===== config.mk =====
export PLATFORM = sky130hd
export DESIGN_NAME = hazard_ctrl
export DESIGN_NICKNAME = d
export VERILOG_FILES = /design/src/rtl/hazard_ctrl.sv
export SDC_FILE = /design/constraint.sdc
export NUM_CORES = 1
export LEC_CHECK = 0
export CORE_MARGIN = 2
export CORE_UTILIZATION = 40
export CTS_CLUSTER_DIAMETER = 80
export DETAILED_ROUTE_END_ITERATION = 12
export HOLD_SLACK_MARGIN = 0.05
export PLACE_DENSITY = 0.78
export SYNTH_ARGS = -nofsm -noshare
export SYNTH_HDL_FRONTEND = slang
export SYNTH_SLANG_ARGS = --single-unit

===== constraint.sdc =====
create_clock -name clk -period 4.5 [get_ports clk]
set_input_delay 1.35 -clock clk [delete_from_list [all_inputs] [get_ports clk]]
set_output_delay 1.35 -clock clk [all_outputs]
set_load 0.01 [all_outputs]

===== src/rtl/hazard_ctrl.sv =====
// Hazard controller beside the decode stage: load-use stalls, branch flushes,
// memory freeze and registered EX forwarding selects from a 3-entry scoreboard.
module hazard_ctrl #(
  parameter int          CNT_W    = 16,
  parameter logic [4:0]  ZERO_REG = 5'd0
) (
  input  logic             clk,
  input  logic             rst,
  input  logic [31:0]      id_instr,
  input  logic             id_valid,
  input  logic [4:0]       id_dest,
  input  logic             id_reg_write,
  input  logic             id_mem_read,
  input  logic             branch_taken,
  input  logic             mem_stall,
  output logic             pc_write,
  output logic             ifid_write,
  output logic             ifid_flush,
  output logic             idex_bubble,
  output logic             exmem_flush,
  output logic [1:0]       fwd_a,
  output logic [1:0]       fwd_b,
  output logic [CNT_W-1:0] stall_cnt,
  output logic [CNT_W-1:0] flush_cnt
);

  typedef enum logic [1:0] {
    MODE_RUN,
    MODE_LOAD_USE,
    MODE_FLUSH,
    MODE_FREEZE
  } mode_e;

  typedef struct packed {
    logic [4:0] dest;
    logic       reg_write;
    logic       mem_read;
  } sb_entry_t;

  sb_entry_t  sb_ex, sb_mem, sb_wb, ex_next;
  mode_e      mode;
  logic [5:0] opcode;
  logic [4:0] rs, rt;
  logic       rs_used, rt_used, rs_live, rt_live;
  logic       load_use, bubble_in;
  logic [1:0] fwd_a_next, fwd_b_next;
  logic       unused_bits;

  assign opcode = id_instr[31:26];
  assign rs     = id_instr[25:21];
  assign rt     = id_instr[20:16];

  // WB entry and MEM load flag are tracked for completeness but feed no select.
  assign unused_bits = ^{id_instr[15:0], sb_wb, sb_mem.mem_read};

  always_comb begin
    rs_used = !((opcode == 6'b000010) || (opcode == 6'b000011));
    rt_used = (opcode == 6'b000000) || (opcode == 6'b000100) ||
              (opcode == 6'b000101) || (opcode == 6'b101011);
  end

  assign rs_live  = rs_used && (rs != ZERO_REG);
  assign rt_live  = rt_used && (rt != ZERO_REG);
  assign load_use = id_valid && sb_ex.mem_read && sb_ex.reg_write &&
                    ((rs_live && (rs == sb_ex.dest)) || (rt_live && (rt == sb_ex.dest)));

  always_comb begin
    mode = MODE_RUN;
    if (!rst)              mode = MODE_RUN;
    else if (mem_stall)    mode = MODE_FREEZE;
    else if (branch_taken) mode = MODE_FLUSH;
    else if (load_use)     mode = MODE_LOAD_USE;
  end

  always_comb begin
    pc_write    = 1'b1;
    ifid_write  = 1'b1;
    ifid_flush  = 1'b0;
    idex_bubble = 1'b0;
    exmem_flush = 1'b0;
    case (mode)
      MODE_FREEZE: begin
        pc_write   = 1'b0;
        ifid_write = 1'b0;
      end
      MODE_FLUSH: begin
        ifid_flush  = 1'b1;
        idex_bubble = 1'b1;
        exmem_flush = 1'b1;
      end
      MODE_LOAD_USE: begin
        pc_write    = 1'b0;
        ifid_write  = 1'b0;
        idex_bubble = 1'b1;
      end
      default: ;
    endcase
  end

  // Newer producer (EX, becoming EX/MEM) wins; a load in EX can only be taken from MEM/WB.
  function automatic logic [1:0] fwd_sel(input logic [4:0] src,
                                          input sb_entry_t ex_e,
                                          input sb_entry_t mem_e);
    if (src == ZERO_REG)
      return 2'b00;
    if (ex_e.reg_write && !ex_e.mem_read && (ex_e.dest == src))
      return 2'b10;
    if (mem_e.reg_write && (mem_e.dest == src))
      return 2'b01;
    return 2'b00;
  endfunction

  always_comb begin
    bubble_in  = idex_bubble || !id_valid;
    ex_next    = bubble_in ? '0 : {id_dest, id_reg_write, id_mem_read};
    fwd_a_next = bubble_in ? 2'b00 : fwd_sel(rs, sb_ex, sb_mem);
    fwd_b_next = bubble_in ? 2'b00 : fwd_sel(rt, sb_ex, sb_mem);
  end

  always_ff @(posedge clk or negedge rst) begin
    if (!rst) begin
      sb_ex     <= '0;
      sb_mem    <= '0;
      sb_wb     <= '0;
      fwd_a     <= 2'b00;
      fwd_b     <= 2'b00;
      stall_cnt <= '0;
      flush_cnt <= '0;
    end else begin
      case (mode)
        MODE_FREEZE: ;
        MODE_FLUSH: begin
          sb_ex  <= '0;
          sb_mem <= '0;
          sb_wb  <= sb_mem;
          fwd_a  <= 2'b00;
          fwd_b  <= 2'b00;
          if (flush_cnt != '1)
            flush_cnt <= flush_cnt + 1'b1;
        end
        default: begin
          sb_ex  <= ex_next;
          sb_mem <= sb_ex;
          sb_wb  <= sb_mem;
          fwd_a  <= fwd_a_next;
          fwd_b  <= fwd_b_next;
          if ((mode == MODE_LOAD_USE) && (stall_cnt != '1))
            stall_cnt <= stall_cnt + 1'b1;
        end
      endcase
    end
  end

endmodule


==> out/metrics.yaml <==
status: "finished clean"
synth_cells: 242
critPathMaxFanout: 2
fmax_mhz: 224.7
ir_worst_vdd_mv: 0.2454
cts_buffer_depth: 2
post-place-cells: 407
nets: 393
period_minus_slack_ns: 4.450
finalHoldViolCount: 0
p_int_w: 0.0008865
root_buffer: "clkbuf_8"
reg2reg_from: "sb_ex[5]"
drive_gt1_frac: 0.2232
synth_edf_count: 0
drt-initial-drc-count: 68
core_area_sq_um: 6314
synth_mux_area_frac: 0.01451
antenna_cells: 0
syn_area_per_cell_sq_um: 10.69
p_seq_frac: 0.462
htreeDepth: 2
r2r-end: "stall_cnt[13]"
clk_pin_slew_worst_paths_ns: 0.09
fillers: 566
cp-start-kind: "input pin"
io-pin-count: 85
path_cells: "clkdlybuf4s15_1, or4_4, nor2_4, a2111oi_4, a211o_1, ha_4, inv_2, buf_6"
power_w: 0.001230
die-area_sq_um: 7125
grt-ovfl-total: 0
via_per_inst: 5.216
routabilityCongestion: 0.8192
vias: 2201
ys_types: 42
ys.flop_type: "dfrtp_1"
cp.arrival_ns: 3.10
p_switching_w: 0.0003434
final.setup.worst_slack_ns: 0.05026
combPwrFrac: 0.242
routedWlPerCell_um: 14.83
syn-cell-area_sq_um: 2586
wl_mm: 6.258
clk_latency_ns: 0.30
min_to: "stall_cnt[14]"
cts_buffers: 5
power_switching_share: 0.2792
fin_area_sq_um: 3772
syn_to_final_growth_pct: 45.86
synth_nets: 291
antenna_found_initial: 0
clockPowerShare: 0.296
yosysWarnings: 0
post_dp_cell_area_sq_um: 3521
synth-simple-area-share: 0.2245
finClkSkew_ns: 0.009137
post-route-period-util: 0.9888
regToRegSetupSlack_ns: 1.32
grt_pass1_vias: 2326
grt_pass1_wl_mm: 10.70
final_cells: 422
portBuffers: 68
multi_input_area_sq_um: 1403
p_leak_nw: 1.684
maxCapViolations: 0
hp-class: "reg2reg"
synth_compound_gate_area_share: 0.08660
seq_area_frac_synth: 0.4741
critPathBufInv: 3
whs_path_depth: 1
fp.dieH_um: 84.41
slowest_delay_ns: 0.56
dpl.hpwl_mm: 4.420
synth_seq_cells: 49
maxSlewHeadroom: 0.5709
drt_first_pass_iters: 4
clock-sinks: 49
crit_required_ns: 3.15
cts_tree: "yes"
synthAdderAreaFrac: 0.02419
antenna_left: 0
async_reset_ff_frac: 1.000
seq_area_sq_um: 1226
rr_worst_depth: 15
synth_xor_xnor_area_share: 0.1592
end_kind: "output pin"
holdBufCountCts: 0
synth_top_family_by_area: "simple AND/OR/NAND/NOR gates"
rows: 29
dp_slack_ns: -0.7611
grt_max_degree: 53
drc: 0
die_w_um: 84.41
crit_family: "simple AND/OR/NAND/NOR gates"
setup_viol: 0
hold_path_startpoint: "stall_cnt[14]"
drv_slew: 0
tightest_slew_ns: 0.6436
critPathKind: "in2out"
grt_usage: 0.1839
critPathSlowestCell: "or4_4"
power.density_nw_per_um2: 326.0
start_util: 0.4096
fin_tns_setup_ns: 0
[worst reg2reg max path, delay by kind of cell (launching register included)]
kind / cells / cell delay (ns)
simple gates: 6 / 1.09
buf+inv: 4 / 0.56
flops: 1 / 0.46
compound gates: 2 / 0.40
xor+xnor: 2 / 0.33
fa+ha+maj: 1 / 0.24
[power by group through the flow]
stage / Sequential [W] / Combinational [W] / Clock (W)
3_5_place_dp: 0.000577 / 0.000292 / 0
5_1_grt: 0.000582 / 0.000325 / 0.000395
4_1_cts: 0.000569 / 0.000296 / 0.000372
2_1_floorplan: 0.000582 / 0.000108 / 0
6_report: 0.000568 / 0.000298 / 0.000364
3_3_place_gp: 0.000575 / 0.000287 / 0
[cells in the final DEF (no fill, tap or decap), types with 2 or more instances in the layout]
cell type / Yosys / layout
nand2_1: 25 / 25
nor2_1: 14 / 12
a22o_1: 9 / 9
dlygate4sd2_1: 0 / 10
mux2_2: 2 / 2
o21ai_0: 7 / 7
or4_4: 0 / 3
nor4_1: 4 / 4
nor2_2: 3 / 3
nor3_2: 0 / 2
bufinv_16: 0 / 2
inv_1: 3 / 2
clkdlybuf4s15_1: 0 / 3
ha_1: 5 / 3
and3_1: 5 / 5
xnor2_1: 21 / 21
nand4_1: 10 / 10
clkdlybuf4s50_1: 0 / 46
and4_1: 4 / 4
clkbuf_2: 1 / 2
xor2_1: 26 / 26
dlymetal6s2s_1: 0 / 2
nor4_2: 2 / 2
nor3_1: 6 / 4
nand2b_1: 6 / 6
clkbuf_8: 0 / 5
nand3_1: 12 / 12
a32o_1: 2 / 2
buf_6: 0 / 3
buf_4: 2 / 32
buf_2: 1 / 3
nor2_4: 0 / 2
dfrtp_1: 49 / 49
[stage by stage]
step | utilization | hold slack [ns]
global route | 0.5975 | 0.5344
floorplan | - | 0.4529
finish | 0.5975 | 0.4988
detailed placement | 0.5577 | 0.4852
global placement | 0.5577 | 0.4702
CTS | 0.5935 | 0.5018
[worst max-delay path by stage]
| stage | depth (start not counted) | to | startpoint |
|---|---|---|---|
| 2_1_floorplan | 6 | ifid_flush | id_instr[17] |
| 3_3_place_gp | 9 | idex_bubble | id_instr[19] |
| 3_5_place_dp | 9 | idex_bubble | id_instr[17] |
| 4_1_cts | 8 | idex_bubble | id_instr[17] |
| 5_1_grt | 9 | idex_bubble | id_instr[19] |
| 6_report | 8 | idex_bubble | id_instr[18] |
[what timing repair did]
action / CTS / global route
setup buffers: 6 / 1
endpoints found under the hold margin: 0 / 0
pin swaps: 14 / 9
setup endpoints to repair: 5 / 5
resized for setup: 45 / 16
[cells in the mapped netlist (all sizes together) (4+ instances only)]
cell	number	area [sq um]
nor2	17	71.32
ha	5	62.56
a22o	9	78.83
and3	5	31.28
o21ai	7	35.03
and4	4	35.03
dfrtp	49	1226
nor4	6	50.04
nor3	6	30.03
nand2b	6	37.54
nand2	25	93.84
xor2	26	227.7
nand3	12	60.06
xnor2	21	183.9
nand4	12	96.34
[state kept, by name, summed over array words and instances (netlist names)]
name	count
fwd_a	2
flush_cnt	16
stall_cnt	16
sb_mem	6
sb_ex	7
fwd_b	2
[cells by family after synthesis]
kind of cell,count (synthesis)
AND/OR/NAND/NOR,103
flip-flops,49
XOR/XNOR,47
AO/OA/AOI/OAI,26
buffers and inverters,9
adder cells (fa/ha/maj),5
multiplexers,3
[routing by layer]
layer  up-vias  wire (um)  global-route usage  share of wire
li1       1069          -                   -              -
met1      1072       2776              0.2341           0.44
met2        50       3125              0.3153           0.50
met3        10        256             0.04031          0.041
met4         0         99             0.05483          0.016
met5         -          0                   0              0
[cell type report]
| class | count | area share |
|---|---|---|
| Clock buffer | 5 | 0.01824 |
| Tap cell | 77 | 0.02554 |
| Timing Repair Buffer | 101 | 0.2391 |
| Sequential cell | 49 | 0.3250 |
| Multi-Input combinational cell | 184 | 0.3718 |
| Clock inverter | 3 | 0.01725 |
| Inverter | 3 | 0.002985 |
Power figures use the tool's default switching activity.
